==> src/rtl/hwpe_ctrl_evt_irq.sv <==
// Event-to-interrupt bridge: counts per-core event pulses from the HWPE control
// slave and turns them into level or spaced-pulse interrupt requests.
module hwpe_ctrl_evt_irq #(
  parameter int unsigned  N_CORES    = 4,
  parameter int unsigned  N_EVT      = 2,
  parameter int unsigned  CNT_WIDTH  = 4,
  parameter int unsigned  PULSE_MODE = 0,
  localparam int unsigned LINE_W     = (N_EVT > 1) ? $clog2(N_EVT) : 1
) (
  input  logic                                 clk_i,
  input  logic                                 rst_ni,
  input  logic                                 clear_i,
  input  logic [N_CORES*N_EVT-1:0]             evt_i,
  input  logic [N_EVT-1:0]                     mask_i,
  input  logic [N_CORES*N_EVT-1:0]             ack_i,
  output logic [N_CORES-1:0]                   irq_o,
  output logic [N_CORES*LINE_W-1:0]            irq_line_o,
  output logic [N_CORES*N_EVT*CNT_WIDTH-1:0]   pending_o,
  output logic [N_CORES-1:0]                   overflow_o
);

  typedef enum logic [1:0] {IDLE, PULSE, GAP} state_e;

  localparam logic [CNT_WIDTH-1:0] CNT_MAX = '1;
  localparam logic [CNT_WIDTH-1:0] CNT_ONE = CNT_WIDTH'(1);

  // mask_i is quasi-static; one register stage keeps it off the compare paths
  // and makes unmask-to-irq take two cycles, like event-to-irq.
  logic [N_EVT-1:0] mask_q;

  always_ff @(posedge clk_i or negedge rst_ni) begin
    if (!rst_ni) mask_q <= '0;
    else         mask_q <= mask_i;
  end

  for (genvar c = 0; c < N_CORES; c++) begin : g_core
    logic [N_EVT-1:0]  vis;
    logic [N_EVT-1:0]  sat;
    logic [N_EVT-1:0]  scan;
    logic              any_vis;
    logic [LINE_W-1:0] low_idx;
    state_e            state_q;
    logic              irq_q;
    logic              ovf_q;
    logic [LINE_W-1:0] line_q;

    for (genvar l = 0; l < N_EVT; l++) begin : g_line
      logic                 inc;
      logic                 dec;
      logic [CNT_WIDTH-1:0] cnt_q;

      assign inc = evt_i[c*N_EVT + l];
      // In pulse mode the pulse itself consumes one count of the line it reports.
      assign dec = (PULSE_MODE != 0) ? ((state_q == PULSE) && (line_q == LINE_W'(l)))
                                     : ack_i[c*N_EVT + l];

      // NOTE: counters are plain flops holding live interrupt state, so each
      // one takes the async reset and updates with non-blocking assignments.
      always_ff @(posedge clk_i or negedge rst_ni) begin
        if (!rst_ni)                                   cnt_q <= '0;
        else if (clear_i)                              cnt_q <= '0;
        else if (inc && !dec && (cnt_q != CNT_MAX))    cnt_q <= cnt_q + CNT_ONE;
        else if (!inc && dec && (cnt_q != '0))         cnt_q <= cnt_q - CNT_ONE;
      end

      assign sat[l] = inc & ~dec & (cnt_q == CNT_MAX);
      assign vis[l] = (cnt_q != '0) & mask_q[l];
      assign pending_o[(c*N_EVT + l)*CNT_WIDTH +: CNT_WIDTH] = cnt_q;
    end

    // Lowest pending unmasked line; scanning high to low lets the lowest win.
    // NOTE: every variable gets a default before the loop so no latch is inferred.
    always_comb begin
      any_vis = |vis;
      low_idx = '0;
      scan    = '0;
      for (int l = N_EVT - 1; l >= 0; l--) begin
        scan = vis >> l;
        if (scan[0]) low_idx = LINE_W'(l);
      end
    end

    always_ff @(posedge clk_i or negedge rst_ni) begin
      if (!rst_ni) begin
        state_q <= IDLE;
        irq_q   <= 1'b0;
        line_q  <= '0;
        ovf_q   <= 1'b0;
      end else if (clear_i) begin
        state_q <= IDLE;
        irq_q   <= 1'b0;
        line_q  <= '0;
        ovf_q   <= 1'b0;
      end else begin
        if (|sat) ovf_q <= 1'b1;
        if (PULSE_MODE != 0) begin
          case (state_q)
            IDLE: begin
              if (any_vis) begin
                state_q <= PULSE;
                irq_q   <= 1'b1;
                line_q  <= low_idx;
              end
            end
            PULSE: begin
              state_q <= GAP;
              irq_q   <= 1'b0;
            end
            GAP:     state_q <= IDLE;
            default: begin
              state_q <= IDLE;
              irq_q   <= 1'b0;
            end
          endcase
        end else begin
          irq_q  <= any_vis;
          line_q <= low_idx;
        end
      end
    end

    assign irq_o[c]                        = irq_q;
    assign overflow_o[c]                   = ovf_q;
    assign irq_line_o[c*LINE_W +: LINE_W]  = line_q;
  end

endmodule

==> config.mk <==
export PLATFORM = sky130hd
export DESIGN_NAME = hwpe_ctrl_evt_irq
export DESIGN_NICKNAME = d
export VERILOG_FILES = /design/src/rtl/hwpe_ctrl_evt_irq.sv
export SDC_FILE = /design/constraint.sdc
export NUM_CORES = 1
export LEC_CHECK = 0
export ABC_AREA = 1
export BUFFER_PORTS_ARGS = -buffer_cell sky130_fd_sc_hd__buf_2
export CAP_MARGIN = 40
export CELL_PAD_IN_SITES_DETAIL_PLACEMENT = 0
export CELL_PAD_IN_SITES_GLOBAL_PLACEMENT = 1
export CORE_MARGIN = 1.5
export CORE_UTILIZATION = 30
export DETAILED_ROUTE_END_ITERATION = 12
export GPL_TIMING_DRIVEN = 1
export PLACE_DENSITY = 0.75
export SLEW_MARGIN = 0
export SYNTH_ARGS = -nofsm -noshare
export SYNTH_HDL_FRONTEND = slang
export SYNTH_SLANG_ARGS = --single-unit
==> constraint.sdc <==
create_clock -name clk_i -period 2.3 [get_ports clk_i]
set_input_delay 0.115 -clock clk_i [delete_from_list [all_inputs] [get_ports clk_i]]
set_output_delay 0.115 -clock clk_i [all_outputs]
set_load 0.03 [all_outputs]
==> metrics.md <==
| Metric | Value |
|---|---|
| Status | finished, final reports clean |
| Final ANT Viol Nets | 0 |
| Pwr Total | 3.16 mW |
| Yosys warning count | 0 |
| GR Layer Usage met2 | 0.228 |
| WP depth | 9 |
| Pre-antenna DRT Iters | 4 |
| Pwr Density | 812 nW/um2 |
| Post-synth top area cell | dfrtp_1 |
| Register area share after synthesis | 0.344 |
| EDFF count, synth | 0 |
| Tightest Hold Check Type | primary input to flop |
| Row count | 38 |
| CP endpoint kind | flop |
| Synth Cell Area | 3340 um2 |
| Switching power | 1.40 mW |
| R2r startpoint | g_core[3].g_line[1].cnt_q[1] |
| Flop pwr share | 0.365 |
| Setup violators final | 0 |
| Worst clock skew | 0.00691 ns |
| Gr usage total | 0.135 |
| Die Area | 11800 um2 |
| Min Tclk post-route | 1.74 ns |
| H-tree levels | 2 |
| Routed len/inst | 11.1 um |
| Insertion delay of the later-clocked pin in the worst-skew pair | 0.30 ns |
| DR DRC count | 0 |
| Max-slew headroom | 0.765 |
| Flop-to-flop setup slack | 0.56 ns |
| Cell area after layout | 3890 um2 |
| Fin crit share | 0.758 |
| Worst-Margin Slew | 0.353 ns |
| Switching Fraction | 0.442 |
| Unrepaired setup endpoints after global routing | false |
| Synthesized Nets | 510 |
| Clk network pwr share | 0.187 |
| Reg-to-reg endpoint | g_core[3].g_line[1].cnt_q[3] |
| Int Pwr | 1.76 mW |
| Synth cell types | 27 |
| Final hold violation count | 0 |
| Post-Synthesis Mean Instance Area | 7.19 um2 |
| Max Clk Rate | 574 MHz |
| R2r worst-path depth | 9 |
| Most crowded layer after global routing | met2 |
| Fillcell total | 1157 |
| Num CTS Buffers | 5 |
| Area Overhead vs Synth | 16.3% |
| Setup TNS | 0 ns |
| Width of the die | 109 um |
| Via density | 4.38 |
| CP Launch Type | flop |
| Effective utilization at floorplan | 0.309 |
| Post-Syn Instances | 465 |
| Initial antenna violation count | 0 |
| Hold slack | 0.148 ns |
| Worst path cell trace | nand2_1 -> o21ai_4 -> ha_1 -> a21oi_1 -> nand2_1 -> inv_1 -> nand3_1 -> nand3_1 -> nand2_1 |
| Routed vias | 2922 |
| Placer's final routability congestion estimate | 0.799 |
| Source of the critical timing path | g_core[3].g_line[1].cnt_q[1] |
| Clock root buffer | clkbuf_8 |
| Top cell by count, worst path | nand2_1 |
| End point of the critical path | g_core[3].g_line[1].cnt_q[3] |
| Synthesized flop and latch total | 46 |
| Post-DP HPWL | 5800 um |
| Max-slew violations | 0 |
| Ports | 65 |
| Layout cell share with drive strength beyond 1 | 0.220 |
| Setup Fix Bufs, Post-CTS | 0 |
| Worst EP arrival | 1.94 ns |
| # nets final | 571 |
| Critical path data required time | 2.49 ns |
| CTS tree | built |
| Port buffer count | 64 |
| Combinational share of power | 0.448 |
| Top-count cell post-synth | nand2_1 |
| Area post-placement | 3750 um2 |
| Clk slew on worst S/H paths | 0.08 ns |
| Core area | 10800 um2 |
| Critical path type | flop to flop |
| Largest net degree at the start of global routing | 47 |
| CP Max Fanout | 7 |
| Deepest clock path buffer count | 2 |
| Post-synth ARST share | 1.00 |
| Top FF cell, synth | dfrtp_1 |
| CP delay by family, top | flip-flops |
| Routed wire length | 7430 um |
| Antenna cells | 0 |
| Starting DRT DRC Count | 112 |
| WP buf/inv | 1 |
| Chip height | 109 um |
| Leakage power | 2.23 nW |
| Area of the multi-input gates | 1740 um2 |
| Vias in the first global route | 2770 |
| Largest stage delay, worst path | 0.46 ns |
| Synth top area share | 0.344 |
| Top post-synthesis cells by count | 134 x nand2_1, 75 x inv_1, 46 x dfrtp_1, 38 x nor2_1, 34 x nand3_1 |
| FF/Latch Area | 1150 um2 |
| Synth top area cells | dfrtp_1 34%, nand2_1 15%, inv_1 8.4% |
| Met3 Resource Use GR | 0.0205 |
| Grt met1 use | 0.178 |
| Worst IR drop on VDD | 342 uV |
| Total grt overflow | 0 |
| Slowest library cell on the worst path | dfrtp_1 |
| Hold Crit Depth | 5 |
| Clock sink count | 46 |
| Max Cap Violations | 0 |
| Post-cts sizing count | 0 |
| Global-route wire length before repair | 12700 um |
-- kinds of logic (layout without fill, tap and decap cells) --
kind of cell,after synthesis,count (layout),share of synthesized area
XOR/XNOR,8,8,0.0210
buffers and inverters,106,168,0.137
flip-flops,46,46,0.344
AND/OR/NAND/NOR,230,230,0.295
adder cells (fa/ha/maj),24,24,0.108
AO/OA/AOI/OAI,51,51,0.0954
-- final cells by class --
type                       count  share of cell area
timing repair buffer          69              0.0971
sequential                    46               0.296
clock inverter                 1             0.00772
clock buffer                   7              0.0196
inverter                      91              0.0881
multi-input combinational    313               0.446
tap                          140              0.0450
-- cells in the final DEF (no fill, tap or decap), drive strengths merged --
master / n
a21oi: 13
inv: 89
clkinv: 2
clkbuf: 7
a31oi: 4
nand3: 37
xor2: 8
buf: 66
o21bai: 7
fa: 8
nor3b: 4
bufinv: 1
o21ai: 27
nor2: 46
ha: 16
dfrtp: 46
dlygate4sd3: 3
nand2: 143
-- metal layers --
layer | vias up | share of wire
met1 | 1320 | 0.49
met2 | 46 | 0.46
met5 | - | 0
li1 | 1550 | -
met3 | 6 | 0.039
met4 | 0 | 0.013
-- per-stage QoR --
step                      worst slack [ns]  cells   util
after floorplan                      0.514    465      -
after global placement               0.590    656  0.346
after detailed placement             0.560    656  0.346
after CTS                            0.529    667  0.359
after global routing                 0.380    667  0.359
final                                0.557    667  0.359
-- state kept, by name, indices dropped and copies added, names as in the netlist --
register / cells
g_core.g_line.cnt_q: 32
g_core.irq_q: 4
g_core.line_q: 4
g_core.ovf_q: 4
mask_q: 2
-- worst min-delay path, stage by stage --
cell and delay, ns:
buf_2 0.11, nand2_1 0.06, o21ai_1 0.05, nand2_1 0.05
inv_1 0.03
-- worst min-delay path by stage --
stage               slack (ns)  startpoint                      endpoint
floorplan                -0.18      rst_ni  g_core[0].g_line[0].cnt_q[0]
global placement          0.12      rst_ni  g_core[2].g_line[0].cnt_q[2]
detailed placement        0.12      rst_ni  g_core[2].g_line[0].cnt_q[2]
CTS                       0.13    evt_i[7]               g_core[3].ovf_q
global route              0.19    evt_i[7]               g_core[3].ovf_q
finish                    0.15    evt_i[7]               g_core[3].ovf_q
-- power groups by stage --
stage	Combinational (mW)	Sequential [mW]	Clock, mW
after global placement	1.40	1.17	0
after floorplan	0.864	1.36	0
final	1.41	1.15	0.591
after detailed placement	1.43	1.17	0
after CTS	1.44	1.15	0.621
after global routing	1.60	1.18	0.648
-- what timing repair did --
action,4_1_cts,5_1_grt
hold buffers,3,0
endpoints found under the setup margin,0,0
endpoints found under the hold margin,48,0
Note: power is estimated with default switching activity, not from simulation.
